**config.mk**
```make
export PLATFORM = sky130hd
export DESIGN_NAME = dw_data_sync_mc_flat
export DESIGN_NICKNAME = d
export VERILOG_FILES = /design/src/rtl/dw_data_sync_mc_if.sv /design/src/rtl/dw_data_sync_mc.sv /design/src/flat_wrapper.sv
export SDC_FILE = /design/constraint.sdc
export NUM_CORES = 1
export LEC_CHECK = 0
export ABC_CLOCK_PERIOD_IN_PS = 3000
export BUFFER_PORTS_ARGS = -buffer_cell sky130_fd_sc_hd__buf_2
export CAP_MARGIN = 20
export CORE_ASPECT_RATIO = 1.4
export CORE_MARGIN = 5
export CORE_UTILIZATION = 39
export DETAILED_ROUTE_END_ITERATION = 10
export GPL_ROUTABILITY_DRIVEN = 1
export PLACE_DENSITY = 0.62
export SKIP_LAST_GASP = 1
export SLEW_MARGIN = 0
export SYNTH_ARGS = -nofsm -noshare
export SYNTH_HDL_FRONTEND = slang
export SYNTH_SLANG_ARGS = --single-unit
export TNS_END_PERCENT = 1
```
**constraint.sdc**
```tcl
create_clock -name clk_d -period 3 [get_ports clk_d]
set_input_delay 0.15 -clock clk_d [delete_from_list [all_inputs] [get_ports clk_d]]
set_output_delay 0.15 -clock clk_d [all_outputs]
set_load 0.01 [all_outputs]
```
**src/rtl/dw_data_sync_mc_if.sv**
```systemverilog
// Bus bundle for the multi-channel filtered data synchronizer: source buses in,
// filtered buses, new-data flags and skew monitors out.
interface dw_data_sync_mc_if #(
   parameter int WIDTH     = 8,
   parameter int CHANNELS  = 2,
   parameter int FILT_SIZE = 2
);
   logic [CHANNELS*WIDTH-1:0]         data_s;
   logic [FILT_SIZE-1:0]              filt_d;
   logic [CHANNELS-1:0]               data_avail_d;
   logic [CHANNELS*WIDTH-1:0]         data_d;
   logic [CHANNELS*(FILT_SIZE+1)-1:0] max_skew_d;

   modport master (
      output data_s,
      output filt_d,
      input  data_avail_d,
      input  data_d,
      input  max_skew_d
   );

   modport slave (
      input  data_s,
      input  filt_d,
      output data_avail_d,
      output data_d,
      output max_skew_d
   );
endinterface

```
**src/rtl/dw_data_sync_mc.sv**
```systemverilog
// Multi-channel data-bus synchronizer with per-channel stability filter,
// new-data indication (pulse or toggle) and maximum settling-skew monitor.
module dw_data_sync_mc #(
   parameter int WIDTH       = 8,
   parameter int CHANNELS    = 2,
   parameter int F_SYNC_TYPE = 2,
   parameter int FILT_SIZE   = 2,
   parameter int AVAIL_MODE  = 0
) (
   input logic                  clk_d,
   input logic                  rst_d,
   input logic                  init_d,
   input logic                  clr_skew_d,
   input logic                  test,
   dw_data_sync_mc_if.slave     bus
);
   localparam int CW = FILT_SIZE + 1;
   localparam int BW = CHANNELS * WIDTH;
   localparam logic [CW-1:0] SAT = '1;
   localparam logic [CW-1:0] ONE = CW'(1);

   logic [BW-1:0] s;
   logic [CHANNELS-1:0][WIDTH-1:0] s_ch;

   // Synchronizer stages keep shifting during soft init; test mode taps stage 0.
   generate
      if (F_SYNC_TYPE == 0) begin : g_nosync
         assign s = bus.data_s;
      end else begin : g_sync
         logic [BW-1:0] sync_q [F_SYNC_TYPE];
         logic [BW-1:0] sync_d [F_SYNC_TYPE];

         always_comb begin
            sync_d[0] = bus.data_s;
            for (int i = 1; i < F_SYNC_TYPE; i++) begin
               sync_d[i] = sync_q[i-1];
            end
         end

         always_ff @(posedge clk_d) begin
            if (rst_d) begin
               for (int i = 0; i < F_SYNC_TYPE; i++) begin
                  sync_q[i] <= '0;
               end
            end else begin
               for (int i = 0; i < F_SYNC_TYPE; i++) begin
                  sync_q[i] <= sync_d[i];
               end
            end
         end

         assign s = test ? sync_q[0] : sync_q[F_SYNC_TYPE-1];
      end
   endgenerate

   assign s_ch = s;

   logic [CHANNELS-1:0][WIDTH-1:0] prev_q, prev_d;
   logic [CHANNELS-1:0][WIDTH-1:0] dout_q, dout_d;
   logic [CHANNELS-1:0][CW-1:0]    st_q, st_d;
   logic [CHANNELS-1:0][CW-1:0]    sk_q, sk_d;
   logic [CHANNELS-1:0][CW-1:0]    mskew_q, mskew_d;
   logic [CHANNELS-1:0]            avail_q, avail_d;

   always_comb begin : p_next
      logic          changed;
      logic          stable;
      logic          accept;
      logic [CW-1:0] st_nx;
      logic [CW-1:0] sk_nx;
      changed = 1'b0;
      stable  = 1'b0;
      accept  = 1'b0;
      st_nx   = '0;
      sk_nx   = '0;
      prev_d  = prev_q;
      dout_d  = dout_q;
      st_d    = st_q;
      sk_d    = sk_q;
      mskew_d = mskew_q;
      avail_d = avail_q;
      for (int c = 0; c < CHANNELS; c++) begin
         changed = (s_ch[c] != prev_q[c]);
         st_nx   = changed ? '0 : ((st_q[c] == SAT) ? SAT : st_q[c] + ONE);
         sk_nx   = !changed ? sk_q[c] : ((sk_q[c] == SAT) ? SAT : sk_q[c] + ONE);
         stable  = (st_nx >= {1'b0, bus.filt_d});
         accept  = stable && (s_ch[c] != dout_q[c]);

         prev_d[c]  = s_ch[c];
         st_d[c]    = st_nx;
         sk_d[c]    = sk_nx;
         mskew_d[c] = clr_skew_d ? '0 : mskew_q[c];
         avail_d[c] = (AVAIL_MODE != 0) ? avail_q[c] : 1'b0;

         // A clear coinciding with an accept still records this update's skew.
         if (accept) begin
            dout_d[c] = s_ch[c];
            sk_d[c]   = '0;
            if (clr_skew_d || (sk_nx > mskew_q[c])) begin
               mskew_d[c] = sk_nx;
            end
            avail_d[c] = (AVAIL_MODE != 0) ? ~avail_q[c] : 1'b1;
         end else if (stable) begin
            sk_d[c] = '0;
         end
      end
   end

   always_ff @(posedge clk_d) begin
      if (rst_d || init_d) begin
         prev_q  <= '0;
         dout_q  <= '0;
         st_q    <= '0;
         sk_q    <= '0;
         mskew_q <= '0;
         avail_q <= '0;
      end else begin
         prev_q  <= prev_d;
         dout_q  <= dout_d;
         st_q    <= st_d;
         sk_q    <= sk_d;
         mskew_q <= mskew_d;
         avail_q <= avail_d;
      end
   end

   assign bus.data_d       = dout_q;
   assign bus.max_skew_d   = mskew_q;
   assign bus.data_avail_d = avail_q;
endmodule

```
**src/flat_wrapper.sv**
```systemverilog
// flat-port wrapper written by rule: the top's interface ports become plain ports
module dw_data_sync_mc_flat 
#(
   parameter int WIDTH       = 8,
   parameter int CHANNELS    = 2,
   parameter int F_SYNC_TYPE = 2,
   parameter int FILT_SIZE   = 2,
   parameter int AVAIL_MODE  = 0
)
  (clk_d, rst_d, init_d, clr_skew_d, test, bus_data_s, bus_filt_d, bus_data_avail_d, bus_data_d, bus_max_skew_d);
  dw_data_sync_mc_if #(.WIDTH(WIDTH), .CHANNELS(CHANNELS), .FILT_SIZE(FILT_SIZE)) bus_i ();
  input logic clk_d;
  input logic rst_d;
  input logic init_d;
  input logic clr_skew_d;
  input logic test;
  input wire logic [$bits(bus_i.data_s)-1:0] bus_data_s;
  input wire logic [$bits(bus_i.filt_d)-1:0] bus_filt_d;
  output wire logic [$bits(bus_i.data_avail_d)-1:0] bus_data_avail_d;
  output wire logic [$bits(bus_i.data_d)-1:0] bus_data_d;
  output wire logic [$bits(bus_i.max_skew_d)-1:0] bus_max_skew_d;
  assign bus_i.data_s = bus_data_s;
  assign bus_i.filt_d = bus_filt_d;
  assign bus_data_avail_d = bus_i.data_avail_d;
  assign bus_data_d = bus_i.data_d;
  assign bus_max_skew_d = bus_i.max_skew_d;
  dw_data_sync_mc #(.WIDTH(WIDTH), .CHANNELS(CHANNELS), .F_SYNC_TYPE(F_SYNC_TYPE), .FILT_SIZE(FILT_SIZE), .AVAIL_MODE(AVAIL_MODE)) u_core (.clk_d(clk_d), .rst_d(rst_d), .init_d(init_d), .clr_skew_d(clr_skew_d), .test(test), .bus(bus_i));
endmodule
```
# After elaboration in Yosys (flattened, before gate mapping)
# Memory sizes are Yosys's and may differ from the RTL's.
# Cells that the tools add are included.
op_classes:
  add_sub_neg: 4
  n_lt_le_gt_ge: 4
  eq_ne: 8
  n_mux: 22
  n_bitwise: 2
  n_reduce_logical: 7
op_table:
  columns: ["operator", "n"]
  rows:
  - ["$mux 16", 3]
  - ["$mux 3", 14]
  - ["$ne 8x8->1", 4]
  - ["$add 3x1->3 const B", 4]
  - ["$eq 3x3->1 const B", 4]
  - ["$ge 3x2->1", 2]
  - ["$gt 3x3->1", 2]
  - ["$reduce_or 3->1", 2]
  - ["$mux 1", 5]
  - ["$logic_or 1x1->1", 3]
  - ["$logic_and 1x1->1", 2]
  - ["$or 1x1->1", 2]
totals:
  ff_bits: 52
  ramBits: 32
  inputBits: 23
  output_inout_bits: 24
  elab_cells: 59
  n_memories: 1
memory_table:
  columns: ["name", "words", "width", "rd", "rd_clocked_by_memory_dff", "write_ports", "line_no", "text"]
  rows:
  - ["u_core.g_sync.sync_q", 2, 16, 2, 0, 2, "dw_data_sync_mc.sv:30", "logic [BW-1:0] sync_q [F_SYNC_TYPE];"]

# Logic depth before layout (Yosys ltp)
depth:
  depth_word: 7
  mapped_depth: 15
  mapped_depth_nobuf: 13

# Worst setup path before layout
# No wires, ideal clock.
synth_path:
  path_type: "input to register"
  start: "input test"
  end: "register u_core.mskew_q (netlist bit u_core.bus.max_skew_d[5])"
  setup_ns: 0.071
  arrival_ns: 2.927
  required_ns: 2.929
  slack_ns: 0.002
  cell_stages: 15
  n_path_buf: 3
  cell_sequence: "buf_6 buf_12 mux2i_4 xnor2_1 nor4_4 nand2_4 a21o_1 ha_1 nand2b_1 a21oi_1 and2_1 a211oi_4 buf_6 a211o_1 a21oi_1"
synth_via:
  elab_chain_cells: 7
  word_cells_on_any_way: 11
  cone_classes: "order compare (2); eq/ne (2); mux (5); reduce/logical (2)"
synth_lines:
  columns: ["element", "line_no", "text"]
  rows:
  - ["start, declared", "flat_wrapper.sv:16", "input logic test;"]
  - ["$mux 16 (*)", "dw_data_sync_mc.sv:52", "assign s = test ? sync_q[0] : sync_q[F_SYNC_TYPE-1];"]
  - ["$ne 8x8->1", "dw_data_sync_mc.sv:83", "changed = (s_ch[c] != prev_q[c]);"]
  - ["$mux 3", "dw_data_sync_mc.sv:85", "sk_nx = !changed ? sk_q[c] : ((sk_q[c] == SAT) ? SAT : sk_q[c] + ONE);"]
  - ["$gt 3x3->1", "dw_data_sync_mc.sv:99", "if (clr_skew_d || (sk_nx > mskew_q[c])) begin"]
  - ["$logic_or 1x1->1", "dw_data_sync_mc.sv:99", null]
  - ["$mux 3", "dw_data_sync_mc.sv:99", null]
  - ["$mux 3 (*)", "dw_data_sync_mc.sv:96", "if (accept) begin"]
  - ["end signal, assigned", "dw_data_sync_mc.sv:122", "mskew_q <= mskew_d;"]
  - ["end, declared", "dw_data_sync_mc.sv:62", "logic [CHANNELS-1:0][CW-1:0] mskew_q, mskew_d;"]
# Mark *: on every way between the ends. The rest lies on a longest branch, timed or not.
# A chain may end at the register's enable or synchronous reset.

==> results.sh <==
export IMPL_status="complete, no violations"
export IMPL_cp_start_kind="register"
export IMPL_grt_usage_pct=12.9
export IMPL_syn_area_per_cell_um2=10.9
export IMPL_yosys_area_share_adder_pct=4.72
export IMPL_crit_path_end_kind="register"
export IMPL_setup_tns_ns=0
export IMPL_grt_overflow_total=0
export IMPL_final_common_cell="dfxtp_1"
export IMPL_fmaxAchievable_mhz=352
export IMPL_setup_violations=0
export IMPL_hpwl_um=5350
export IMPL_initial_core_util_pct=39.4
export IMPL_coreArea_mm2=0.00941
export IMPL_die_w_um=92.4
export IMPL_max_cap_viol_count=0
export IMPL_path_class="reg2reg"
export IMPL_drc=0
export IMPL_first_pass_iters=4
export IMPL_io_pins=47
export IMPL_cts_tree="done"
export IMPL_die_area_mm2=0.0116
export IMPL_p_leak_nw=1.86
export IMPL_cts_hold_buf=0
export IMPL_rsz0062_at_grt="true"
export IMPL_antenna_found_initial=0
export IMPL_muxShareOfSynthArea_pct=8.84
export IMPL_synth_area_mm2=0.00371
export IMPL_synth_seq_cells=84
export IMPL_syn2layout_area_growth_pct=22.7
export IMPL_clk_pin_slew_worst_paths_ns=0.05
export IMPL_io_buffers=46
export IMPL_grt_pass1_wl_um=12000
export IMPL_powerDensity_mw_per_mm2=587
export IMPL_cts_root_buf="clkbuf_16"
export IMPL_route_vias_total=2573
export IMPL_clkLatencyLatePin_ns=0.33
export IMPL_numCtsBuffers=9
export IMPL_ant_nets=0
export IMPL_via_per_inst=4.82
export IMPL_final_cell_mix="dfxtp_1 (84), buf_2 (46), nor2_1 (39), nor2b_1 (34), buf_4 (32)"
export IMPL_die_h_um=125
export IMPL_power_w=0.00267
export IMPL_rows=42
export IMPL_maxSlewHeadroom_pct=75.6
export IMPL_synth_fp_nets=378
export IMPL_wl_um=6850
export IMPL_synth_compound_area_share_pct=11.9
export IMPL_hp_class="in2reg"
export IMPL_cp_required_ns=3.26
export IMPL_cts_sinks=84
export IMPL_finalClockSkew_ns=0.00631
export IMPL_drive_gt1_share_pct=31.8
export IMPL_ys_seq_area_share_pct=45.3
export IMPL_cts_htree_levels=3
export IMPL_synth_xor_area_share_pct=7.55
export IMPL_grt_start_max_net_pins=35
export IMPL_syn_inst=341
export IMPL_ys_types=34
export IMPL_vdd_drop_max_uv=334
export IMPL_worstPathMaxFanout=4
export IMPL_hold_viol=0
export IMPL_routedWlPerCell_um=12.8
export IMPL_first_global_vias=2703
export IMPL_min_period_ns=2.84
export IMPL_drt_iter0_drc=53
export IMPL_report_final_slew_viol_count=0
export IMPL_place_congestion=0.820
export IMPL_yosys_area_share_simple_pct=17.5
export IMPL_critPathArrivalTime_ns=3.10
export IMPL_n_antenna_cell=0
export IMPL_cts_buffer_depth=2
export IMPL_nets=456
export IMPL_dp_cells=518
export IMPL_worstMarginPinSlew_ns=0.365
export IMPL_synth_top_family_by_area="simple AND/OR/NAND/NOR gates"
export IMPL_layout_worst_path_cycle_share_pct=94.7
export IMPL_yosysWarnings=0
export IMPL_final_cells=534
-- worst max-delay path, cell delays in order (launching register included) --
cell and delay [ns]:
dfxtp_1 0.31, mux2i_2 0.19, xnor2_1 0.10, nor4_2 0.37, nand2_4 0.08, buf_4 0.17
mux2i_1 0.21, ha_1 0.28, nor2b_1 0.13, o21a_1 0.15, o21ai_0 0.25, inv_1 0.13
a211o_1 0.31, a21oi_1 0.12
-- layer usage --
metal	global-route usage (%)	wire, um
met5	0	0
met4	5.86	152
met3	3.43	297
met2	22.8	3580
met1	14.1	2820
-- final cells by class --
class                           count  area, um^2
Sequential cell                    84        1680
Inverter                           13        48.8
Multi-Input combinational cell    230        1870
Timing Repair Buffer               81         531
Fill cell                         910        4860
Clock buffer                       14         244
Clock inverter                      2        35.0
Tap cell                          110         138
-- per-stage QoR --
| stage | hold slack (ns) | util, % | worst slack, ns | instance area [um^2] |
|---|---|---|---|---|
| floorplan | 0.222 | - | 0.00160 | 3710 |
| global placement | 0.361 | 45.4 | -0.0214 | 4270 |
| detailed placement | 0.365 | 45.4 | -0.0543 | 4270 |
| CTS | 0.0195 | 48.4 | 0.153 | 4550 |
| global route | 0.0262 | 48.4 | -0.0486 | 4550 |
| finish | 0.0331 | 48.4 | 0.158 | 4550 |
-- path summary, 6_finish.rpt --
path	start	slack [ns]	to	cells after the start
worst max-delay path	u_core.g_sync.sync_q[0][3]	0.16	u_core.bus.max_skew_d[0]	13
worst min-delay path	bus_data_s[0]	0.03	u_core.g_sync.sync_q[0][0]	2
worst max register to register	u_core.g_sync.sync_q[0][3]	0.16	u_core.bus.max_skew_d[0]	13
worst min register to register	u_core.g_sync.sync_q[0][3]	0.47	u_core.g_sync.sync_q[0][19]	1
-- synthesized netlist by cell type --
library cell	number	area (um^2)
nor3_1	6	30.0
mux2i_4	7	158
ha_1	14	175
inv_1	13	48.8
a211oi_1	2	15.0
mux2i_1	1	10.0
o21a_1	4	30.0
nor4_4	2	42.5
nand4_1	4	25.0
nor2b_1	34	213
mux2i_2	10	138
nand3_1	8	40.0
nand2b_1	4	25.0
a211oi_2	16	200
nor4_2	2	25.0
and3_1	6	37.5
xnor2_1	16	140
clkbuf_1	8	30.0
xor2_1	16	140
a211o_1	6	52.6
buf_6	5	56.3
a211oi_4	2	40.0
dfxtp_1	84	1680
a21o_1	4	30.0
nand2_4	2	22.5
or2_1	1	6.26
o21ai_0	2	10.0
a21oi_2	1	8.76
a21oi_1	11	55.1
buf_12	1	20.0
nor2_1	39	146
mux2_1	2	22.5
and2_1	2	12.5
nand2_1	6	22.5
-- registers in the layout (all words and copies together) (netlist names) --
name / flops
u_core.bus.data_d: 16
u_core.st_q: 6
u_core.prev_q: 16
u_core.bus.data_avail_d: 2
u_core.sk_q: 6
u_core.g_sync.sync_q: 32
u_core.bus.max_skew_d: 6
-- power breakdown --
| group | leakage, nW | internal [W] | total [W] | switching (W) |
|---|---|---|---|---|
| Clock | 0.135 | 0.000645 | 0.00104 | 0.000391 |
| Combinational | 1.04 | 0.000210 | 0.000440 | 0.000230 |
| Sequential | 0.686 | 0.00116 | 0.00119 | 0.0000314 |
| Total | 1.86 | 0.00202 | 0.00267 | 0.000653 |
-- what timing repair did --
item                       in CTS  in global routing
setup endpoints to repair       0                 12
setup buffers                   0                  0
gates resized for setup         0                  1
-- cell families after synthesis --
group,after synthesis
adder cells (fa/ha/maj),14
flip-flops,84
AO/OA/AOI/OAI,48
buffers and inverters,27
multiplexers,20
AND/OR/NAND/NOR,116
XOR/XNOR,32
Power figures use the tool's default switching activity.
